File: config.mk
export PLATFORM = sky130hd
export DESIGN_NAME = fetch_stage_flat
export DESIGN_NICKNAME = d
export VERILOG_FILES = /design/src/rtl/pipeline_pkg.sv /design/src/rtl/fetch_stage_if.sv /design/src/rtl/fetch_stage_perf_cnt.sv /design/src/rtl/fetch_stage.sv /design/src/flat_wrapper.sv
export SDC_FILE = /design/constraint.sdc
export NUM_CORES = 1
export LEC_CHECK = 0
export ABC_AREA = 1
export CAP_MARGIN = 20
export CORE_MARGIN = 3
export CORE_UTILIZATION = 30
export DETAILED_ROUTE_END_ITERATION = 16
export SKIP_LAST_GASP = 1
export SYNTH_ARGS = -nofsm -noshare
export SYNTH_HDL_FRONTEND = slang
export SYNTH_SLANG_ARGS = --single-unit
File: constraint.sdc
create_clock -name clk -period 6.4 [get_ports clk]
set_input_delay 1.28 -clock clk [delete_from_list [all_inputs] [get_ports clk]]
set_output_delay 1.28 -clock clk [all_outputs]
set_load 0.02 [all_outputs]
File: src/rtl/pipeline_pkg.sv
`default_nettype none
// ============================================================================
//  Module      : pipeline_pkg
//  Description : Shared pipeline defaults and fetch-stage state encoding.
//  Revision    : 1.0 - initial release
// ============================================================================
package pipeline_pkg;

  // Default datapath widths and reset fetch address
  localparam int unsigned      PC_WIDTH_DEFAULT    = 32;
  localparam int unsigned      INSTR_WIDTH_DEFAULT = 32;
  localparam logic [31:0]      RESET_PC_DEFAULT    = 32'h0000_0000;

  // Fetch controller state encoding
  typedef logic [1:0] fetch_state_t;

  localparam logic [1:0] S_RESET = 2'd0;  // one dead cycle after reset release
  localparam logic [1:0] S_IDLE  = 2'd1;  // no request outstanding
  localparam logic [1:0] S_BUSY  = 2'd2;  // request outstanding, response wanted
  localparam logic [1:0] S_DRAIN = 2'd3;  // request outstanding, response squashed

endpackage : pipeline_pkg
`default_nettype wire

File: src/rtl/fetch_stage_if.sv
`default_nettype none
// ============================================================================
//  Module      : fetch_stage_if
//  Description : Instruction-memory req/ack bus between fetch and memory.
//                The master (fetch) holds req and addr until ack; the slave
//                may return ack in the same cycle as req.
//  Revision    : 1.0 - initial release
// ============================================================================
interface fetch_stage_if
  import pipeline_pkg::*;
#(
  parameter int unsigned PC_WIDTH    = PC_WIDTH_DEFAULT,
  parameter int unsigned INSTR_WIDTH = INSTR_WIDTH_DEFAULT
);

  logic                   imem_req;
  logic [PC_WIDTH-1:0]    imem_addr;
  logic                   imem_ack;
  logic [INSTR_WIDTH-1:0] imem_rdata;

  modport master (
    output imem_req,
    output imem_addr,
    input  imem_ack,
    input  imem_rdata
  );

  modport slave (
    input  imem_req,
    input  imem_addr,
    output imem_ack,
    output imem_rdata
  );

endinterface : fetch_stage_if
`default_nettype wire

File: src/rtl/fetch_stage_perf_cnt.sv
`default_nettype none
// ============================================================================
//  Module      : fetch_perf_cnt
//  Description : Free-running fetch/stall event counters, wrap at 2^32.
//  Revision    : 1.0 - initial release
// ============================================================================
module fetch_perf_cnt (
  input  wire logic        clk,
  input  wire logic        reset,
  input  wire logic        fetch_evt_i,   // one word captured into the slot
  input  wire logic        stall_evt_i,   // slot valid and held this cycle
  output logic [31:0]      perf_fetch_cnt_o,
  output logic [31:0]      perf_stall_cnt_o
);

  logic [31:0] fetch_cnt_q, fetch_cnt_d;
  logic [31:0] stall_cnt_q, stall_cnt_d;

  // Increment each counter on its event; natural wrap at 2^32
  always_comb begin
    fetch_cnt_d = fetch_cnt_q + (fetch_evt_i ? 32'd1 : 32'd0);
    stall_cnt_d = stall_cnt_q + (stall_evt_i ? 32'd1 : 32'd0);
  end

  // Counter registers
  always_ff @(posedge clk or posedge reset) begin
    if (reset) begin
      fetch_cnt_q <= 32'd0;
      stall_cnt_q <= 32'd0;
    end else begin
      fetch_cnt_q <= fetch_cnt_d;
      stall_cnt_q <= stall_cnt_d;
    end
  end

  assign perf_fetch_cnt_o = fetch_cnt_q;
  assign perf_stall_cnt_o = stall_cnt_q;

endmodule : fetch_perf_cnt
`default_nettype wire

File: src/rtl/fetch_stage.sv
`default_nettype none
// ============================================================================
//  Module      : fetch_stage
//  Description : IF stage feeding the IF/ID register. Owns the fetch PC,
//                keeps exactly one instruction-memory request in flight and
//                presents {instr_f, pc_f, pc_plus_8_f, valid_f}. ID-stage
//                redirects flush the slot and squash any in-flight response.
//                Optional build macro: FETCH_PERF_CNT_EN adds perf_fetch_cnt
//                and perf_stall_cnt outputs.
//  Revision    : 1.0 - initial release
// ============================================================================
module fetch_stage
  import pipeline_pkg::*;
#(
  parameter int unsigned          PC_WIDTH    = PC_WIDTH_DEFAULT,
  parameter int unsigned          INSTR_WIDTH = INSTR_WIDTH_DEFAULT,
  parameter logic [PC_WIDTH-1:0]  RESET_PC    = PC_WIDTH'(RESET_PC_DEFAULT),
  parameter int unsigned          PC_STEP     = 4
) (
  input  wire logic                   clk,
  input  wire logic                   reset,
  input  wire logic                   stall_f,
  input  wire logic                   redirect_d,
  input  wire logic [PC_WIDTH-1:0]    redirect_pc_d,
  fetch_stage_if.master               imem,
  output logic [INSTR_WIDTH-1:0]      instr_f,
  output logic [PC_WIDTH-1:0]         pc_f,
  output logic [PC_WIDTH-1:0]         pc_plus_8_f,
  output logic                        valid_f
`ifdef FETCH_PERF_CNT_EN
  ,
  output logic [31:0]                 perf_fetch_cnt,
  output logic [31:0]                 perf_stall_cnt
`endif
);

  localparam logic [PC_WIDTH-1:0] c_pc_step  = PC_WIDTH'(PC_STEP);
  localparam logic [PC_WIDTH-1:0] c_pc_eight = PC_WIDTH'(8);
  localparam logic [PC_WIDTH-1:0] c_align    = ~PC_WIDTH'(3);

  fetch_state_t           state_q, state_d;
  logic [PC_WIDTH-1:0]    pc_q, pc_d;
  logic [PC_WIDTH-1:0]    addr_q, addr_d;
  logic [INSTR_WIDTH-1:0] instr_q, instr_d;
  logic [PC_WIDTH-1:0]    pcf_q, pcf_d;
  logic [PC_WIDTH-1:0]    pc8_q, pc8_d;
  logic                   valid_q, valid_d;

  logic                   slot_free;
  logic                   capture;
  logic [PC_WIDTH-1:0]    redirect_tgt;

  // Slot can accept a new word if it is empty or being consumed this edge
  assign slot_free    = ~valid_q | ~stall_f;
  // A response lands in the slot only when it is wanted and not squashed
  assign capture      = (state_q == S_BUSY) & imem.imem_ack & ~redirect_d;
  // Redirect targets are word aligned; the low two bits are dropped
  assign redirect_tgt = redirect_pc_d & c_align;

  // Next-state, PC and output-slot update; redirect applied last so it wins
  always_comb begin
    state_d = state_q;
    pc_d    = pc_q;
    addr_d  = addr_q;
    instr_d = instr_q;
    pcf_d   = pcf_q;
    pc8_d   = pc8_q;
    valid_d = valid_q & stall_f;   // consumed slot empties, stalled slot holds

    case (state_q)
      S_RESET: begin
        state_d = S_IDLE;
      end
      S_IDLE: begin
        if (slot_free && !redirect_d) begin
          state_d = S_BUSY;
          addr_d  = pc_q;
        end
      end
      S_BUSY: begin
        if (imem.imem_ack) begin
          state_d = S_IDLE;
        end else if (redirect_d) begin
          state_d = S_DRAIN;
        end
      end
      S_DRAIN: begin
        if (imem.imem_ack) begin
          state_d = S_IDLE;
        end
      end
      default: begin
        state_d = S_IDLE;
      end
    endcase

    if (capture) begin
      instr_d = imem.imem_rdata;
      pcf_d   = addr_q;
      pc8_d   = addr_q + c_pc_eight;
      valid_d = 1'b1;
      pc_d    = addr_q + c_pc_step;
    end

    if (redirect_d) begin
      pc_d    = redirect_tgt;
      valid_d = 1'b0;
    end
  end

  // State, PC and output-slot registers
  always_ff @(posedge clk or posedge reset) begin
    if (reset) begin
      state_q <= S_RESET;
      pc_q    <= RESET_PC;
      addr_q  <= RESET_PC;
      instr_q <= '0;
      pcf_q   <= '0;
      pc8_q   <= '0;
      valid_q <= 1'b0;
    end else begin
      state_q <= state_d;
      pc_q    <= pc_d;
      addr_q  <= addr_d;
      instr_q <= instr_d;
      pcf_q   <= pcf_d;
      pc8_q   <= pc8_d;
      valid_q <= valid_d;
    end
  end

  // Request is a pure state decode so reset drops it immediately
  assign imem.imem_req  = (state_q == S_BUSY) || (state_q == S_DRAIN);
  assign imem.imem_addr = addr_q;

  assign instr_f     = instr_q;
  assign pc_f        = pcf_q;
  assign pc_plus_8_f = pc8_q;
  assign valid_f     = valid_q;

`ifdef FETCH_PERF_CNT_EN
  fetch_perf_cnt u_perf_cnt (
    .clk              (clk),
    .reset            (reset),
    .fetch_evt_i      (capture),
    .stall_evt_i      (valid_q & stall_f),
    .perf_fetch_cnt_o (perf_fetch_cnt),
    .perf_stall_cnt_o (perf_stall_cnt)
  );
`endif

endmodule : fetch_stage
`default_nettype wire

File: src/flat_wrapper.sv
// flat-port wrapper written by rule: the top's interface ports become plain ports
module fetch_stage_flat import pipeline_pkg::*;
#(
  parameter int unsigned          PC_WIDTH    = PC_WIDTH_DEFAULT,
  parameter int unsigned          INSTR_WIDTH = INSTR_WIDTH_DEFAULT,
  parameter logic [PC_WIDTH-1:0]  RESET_PC    = PC_WIDTH'(RESET_PC_DEFAULT),
  parameter int unsigned          PC_STEP     = 4
)
  (clk, reset, stall_f, redirect_d, redirect_pc_d, instr_f, pc_f, pc_plus_8_f, valid_f, imem_imem_req, imem_imem_addr, imem_imem_ack, imem_imem_rdata);
  fetch_stage_if #(.PC_WIDTH(PC_WIDTH), .INSTR_WIDTH(INSTR_WIDTH)) imem_i ();
  input  wire logic clk;
  input  wire logic reset;
  input  wire logic stall_f;
  input  wire logic redirect_d;
  input  wire logic [PC_WIDTH-1:0] redirect_pc_d;
  output logic [INSTR_WIDTH-1:0] instr_f;
  output logic [PC_WIDTH-1:0] pc_f;
  output logic [PC_WIDTH-1:0] pc_plus_8_f;
  output logic valid_f;
  output wire logic [$bits(imem_i.imem_req)-1:0] imem_imem_req;
  output wire logic [$bits(imem_i.imem_addr)-1:0] imem_imem_addr;
  input wire logic [$bits(imem_i.imem_ack)-1:0] imem_imem_ack;
  input wire logic [$bits(imem_i.imem_rdata)-1:0] imem_imem_rdata;
  assign imem_imem_req = imem_i.imem_req;
  assign imem_imem_addr = imem_i.imem_addr;
  assign imem_i.imem_ack = imem_imem_ack;
  assign imem_i.imem_rdata = imem_imem_rdata;
  fetch_stage #(.PC_WIDTH(PC_WIDTH), .INSTR_WIDTH(INSTR_WIDTH), .RESET_PC(RESET_PC), .PC_STEP(PC_STEP)) u_core (.clk(clk), .reset(reset), .stall_f(stall_f), .redirect_d(redirect_d), .redirect_pc_d(redirect_pc_d), .imem(imem_i), .instr_f(instr_f), .pc_f(pc_f), .pc_plus_8_f(pc_plus_8_f), .valid_f(valid_f));
endmodule
# [Word-level counts from Yosys, hierarchy flattened]
# Cells that the tools add are included.
[totals] out_inout_bits=130 regBits=163
[op_classes] n_addsub=2 reduce_logical=7 muxes=9 eq_ne=6 n_bitwise=7
[op_table] op="2-to-1 mux 32 bit" count=2
[op_table] op="adder 32 x 3 -> 32 bit (second input constant)" count=1
[op_table] op="adder 32 x 4 -> 32 bit (second input constant)" count=1
[op_table] op="2-to-1 mux 2 bit" count=4
[op_table] op="case mux 2 bit (4 select lines)" count=1
[op_table] op="== test 2 bit (second input constant)" count=2
[op_table] op="AND 1 bit" count=3
[op_table] op="inequality test 3 bit (second input constant)" count=1
[op_table] op="NOT 1 bit" count=3
[op_table] op="AND reduction 3 bit" count=1
[op_table] op="== test 2 x 1 -> 1 bit (second input constant)" count=1
[op_table] op="zero test 2 bit" count=1
[op_table] op="2-to-1 mux 1 bit" count=2
[op_table] op="inequality test 2 x 1 -> 1 bit (second input constant)" count=1
[op_table] op="inequality test 2 bit (second input constant)" count=1
[op_table] op="AND reduction 2 bit" count=1
[op_table] op="nonzero test 2 bit" count=1
[op_table] op="logical AND 1 bit" count=1
[op_table] op="zero test 1 bit" count=1
[op_table] op="logical OR 1 bit" count=1
[op_table] op="OR 1 bit" count=1

# [Depth between registers and ports, before layout]
[logic_depth] word_depth=5 depth_mapped=10 depth_no_buf=10

# [Worst setup path after synthesis]
# Ideal clock, no wire load.
[synth_path] kind="register to output" from="register u_core.state_q[0]" to="output port imem_imem_req" path_stages_with_launch=4 setup_slack_ps=4152 path_buffers=0 arrival_time_ps=968 required_time_ps=5120 cell_sequence="dfrtp_1 > inv_1 > ha_1 > or2_2"
[synth_via] elab_chain_len=2 word_cells_on_any_way=3 classes_between="eq/ne (2); reduce/logical (1)"
[synth_rtl] element="start: declaration" line="fetch_stage.sv:41" source="fetch_state_t state_q, state_d;"
[synth_rtl] element="start signal: assignment" line="fetch_stage.sv:122" source="state_q <= state_d;"
[synth_rtl] element="== test 2 bit" line="fetch_stage.sv:133" source="assign imem.imem_req = (state_q == S_BUSY) || (state_q == S_DRAIN);"
[synth_rtl] element="logical OR 1 bit (*)" line="fetch_stage.sv:133"
[synth_rtl] element="end: declaration" line="flat_wrapper.sv:20" source="output wire logic [$bits(imem_i.imem_req)-1:0] imem_imem_req;"
# Every way passes the cells marked *; elsewhere a longest branch is shown, timed or not.

# [Worst setup path after layout]
[layout_path] from="input port redirect_d" to="register u_core.addr_q[19], in the netlist u_core.imem.imem_addr[19]"
[layout_via] elab_chain_len=3
[layout_rtl] element="start: declaration" line="flat_wrapper.sv:14" source="input wire logic redirect_d;"
[layout_rtl] element="zero test 1 bit" line="fetch_stage.sv:75" source="if (slot_free && !redirect_d) begin"
[layout_rtl] element="logical AND 1 bit" line="fetch_stage.sv:75"
[layout_rtl] element="AND reduction 2 bit (no line)"
[layout_rtl] element="end signal: assignment" line="fetch_stage.sv:124" source="addr_q <= addr_d;"
[layout_rtl] element="end: declaration" line="fetch_stage.sv:43" source="logic [PC_WIDTH-1:0] addr_q, addr_d;"
# Every way passes these cells.
# A chain may end at the register's enable or synchronous reset.

==> run_results.csv <==
group,metric,value,unit
timing,fin_tns_setup,0,ns
floorplan,die-area,0.0274,sq mm
timing,slew_headroom,30.2,%
detailed_routing,totalWireLength,23.8,mm
timing,max_freq,258,MHz
critical_path,startpoint_type,"input pin",
clocking,cts_tree,"yes",
layout,syn2layout_area_growth,36.4,%
layout,n_antenna_cell,0,
timing,slew_violations,0,
logic_synthesis,synth_compound_area_share,8.91,%
floorplan,rows,57,
critical_path,crit_fanout,50,
timing,setup_viol,0,
logic_synthesis,synth_warnings,0,
layout,final_nets,1218,
layout,finalInstanceArea,0.0104,sq mm
power_and_ir_drop,power_density,478,mW/mm^2
logic_synthesis,synth_xor_xnor_area_share,0.804,%
critical_path,cp.required,6.69,ns
global_route,grt_usage,17.6,%
timing,min_period,3.87,ns
clocking,clockBufferDepth,2,
critical_path,critPathArrivalTime,4.17,ns
layout,layout-drive-gt1-share,6.31,%
floorplan,start_util,30.9,%
clocking,cts_resized,0,
floorplan,die_x,165,microns
logic_synthesis,synth-simple-area-share,29.6,%
floorplan,die_y,165,microns
logic_synthesis,synth.area.mux_share,0.148,%
logic_synthesis,postSynthCellCount,967,
timing,rsz0062_at_grt,"false",
placement,io_buffers,196,
detailed_routing,num_vias,6778,
clocking,cts_max_level,4,
outcome,outcome,"completed",
detailed_routing,drtAntennaViolNets,0,
worst_hold_path,timing.hold.worst.class,"flip-flop to flip-flop",
detailed_routing,vias_per_cell,4.58,
placement,place_area,0.00982,sq mm
worst_hold_path,whs_path_depth,2,
global_route,grt_pass1_vias,6385,
clocking,cts_sinks,160,
global_route,grt_overflow,0,
timing,hold_viol,0,
power_and_ir_drop,leakage,4.84,nW
logic_synthesis,avgSynthCellArea,7.88,sq um
logic_synthesis,synth_area,0.00762,sq mm
clocking,cts_hold_buf,0,
logic_synthesis,ys_ff_latch,160,
floorplan,core,0.0247,sq mm
timing,final.period_utilization,60.5,%
detailed_routing,dr.pass1.iters,5,
layout,regArea,0.00400,sq mm
detailed_routing,first_iter_violations,571,
logic_synthesis,synthesis.nets,1042,
clocking,postCtsSetupBuffers,0,
detailed_routing,drc_errors,0,
critical_path,criticalPathCategory,"input pin to flip-flop",
layout,fill_cells,2527,
clocking,numCtsBuffers,17,
layout,multi_input_area,0.00309,sq mm
power_and_ir_drop,ir_drop,0.191,mV
placement,gp_congestion,0.888,
clocking,cts-root-buf,"clkbuf_16",
clocking,clk-insertion-delay-late,0.43,ns
clocking,clkTransAtPathRegs,0.06,ns
critical_path,reg2regPathDepth,10,
critical_path,critPathCaptureType,"flip-flop",
detailed_routing,detail_route.wl_per_cell,16.1,microns
placement,detailed_place_hpwl,17.6,mm
floorplan,io_pins,199,
logic_synthesis,synthAdderAreaFrac,0.985,%
timing,worstMarginPinSlew,1.05,ns
job,maxCapViolCount,0,
logic_synthesis,synth_top_family_by_area,"simple AND/OR/NAND/NOR gates",
timing,skew,0.0131,ns
global_route,grt_start_max_net_pins,111,
global_route,antenna_found_initial,0,
logic_synthesis,ys_seq_area_share,52.5,%
logic_synthesis,netlist-cell-type-count,32,
global_route,grt_pass1_wl,36.8,mm
-- worst paths after layout --
path                                    start                         to  slack (ns)
setup / recovery                   redirect_d  u_core.imem.imem_addr[19]        2.53
hold / removal             u_core.instr_f[12]         u_core.instr_f[12]        0.47
setup reg to reg            u_core.state_q[0]     u_core.pc_plus_8_f[31]        3.87
hold reg to reg            u_core.instr_f[12]         u_core.instr_f[12]        0.47
max in group asynchronous               reset         u_core.instr_f[16]        4.00
min in group asynchronous               reset         u_core.instr_f[17]        1.23
-- metal layers --
| metal | track usage, % | routed length [microns] |
|---|---|---|
| met4 | 5.33 | 449 |
| met3 | 3.04 | 1410 |
| met2 | 26.6 | 10700 |
| met1 | 25.6 | 11200 |
| met5 | 0 | 0 |
-- synthesized netlist by cell type --
library cell,number,share of area (%)
a21oi_1,28,1.8
a31oi_1,2,0.16
buf_1,5,0.25
buf_2,21,1.4
buf_4,5,0.49
buf_6,1,0.15
clkbuf_1,13,0.64
dfrtp_1,160,53
ha_1,6,0.98
inv_1,78,3.8
inv_2,5,0.25
mux2_2,1,0.15
nand2_1,336,17
nand2_2,5,0.41
nand3_1,83,5.4
nand3_2,2,0.26
nand4_1,6,0.49
nor2_1,83,4.1
nor2_2,11,0.90
nor2_4,9,1.3
nor3_1,1,0.066
o211ai_1,3,0.30
o21a_1,2,0.20
o21ai_0,74,4.9
o21ai_1,8,0.53
o21ai_2,1,0.11
o21bai_1,1,0.099
o221ai_1,2,0.23
o22ai_1,6,0.49
o31ai_1,1,0.099
or2_2,1,0.082
xor2_1,7,0.80
-- cells in the final DEF (no fill, tap or decap), types with 2 or more instances in the layout --
master           netlist  routed
nand2_1              336     336
clkdlybuf4s50_1        0     196
dfrtp_1              160     160
nor2_1                83      83
nand3_1               83      83
inv_1                 78      77
o21ai_0               74      74
a21oi_1               28      28
clkbuf_16              0      17
nor2_2                11      11
nor2_4                 9       9
o21ai_1                8       8
xor2_1                 7       7
nand4_1                6       6
o22ai_1                6       6
ha_1                   6       6
buf_4                  5       6
nand2_2                5       5
inv_2                  5       4
clkinvlp_4             0       4
clkinv_2               0       3
o211ai_1               3       3
inv_6                  0       3
clkbuf_8               0       3
nand3_2                2       2
o21a_1                 2       2
a31oi_1                2       2
o221ai_1               2       2
clkinv_4               0       2
-- registers in the layout, summed over array words and instances, names as in the netlist --
signal and count:
u_core.imem.imem_addr 32, u_core.pc_f 29, u_core.valid_f 1, u_core.instr_f 32, u_core.pc_q 32, u_core.pc_plus_8_f 32
u_core.state_q 2
-- critical path, stage by stage --
cell             delay, ns
clkdlybuf4s50_1       0.79
inv_2                 0.78
nand3_2               0.63
buf_4                 0.46
nor2_1                0.14
a21oi_1               0.05
-- through the flow --
stage / worst slack (ns) / utilization (%) / hold slack (ns) / instances / total power, mW
final: 2.53 / 42.1 / 0.469 / 1480 / 4.97
after global routing: 2.22 / 42.1 / 0.488 / 1480 / 5.29
after CTS: 2.50 / 42.1 / 0.472 / 1480 / 5.01
after detailed placement: 2.08 / 39.8 / 0.458 / 1448 / 4.01
after global placement: 2.08 / 39.8 / 0.452 / 1448 / 3.98
after floorplan: 0.800 / - / 0.449 / 967 / 2.91
-- where the power goes --
group | internal [mW] | switching [mW]
combinational | 0.931 | 1.27
sequential | 1.42 | 0.366
clock | 0.568 | 0.416
-- cell families after synthesis --
kind of cell,count (synthesis)
buffers and inverters,128
AOI/OAI and AO/OA,128
xor gates and xnor gates,7
and+or+nand+nor,537
muxes,1
adders and majority gates,6
DFF,160
-- cell type report --
cell class,count,share of cell area (%)
sequential,160,38.5
multi-input combinational,679,29.7
timing repair buffer,202,19.3
clock buffer,21,4.53
tap,324,3.90
inverter,83,3.06
clock inverter,11,1.01
Note: power is estimated with default switching activity, not from simulation.
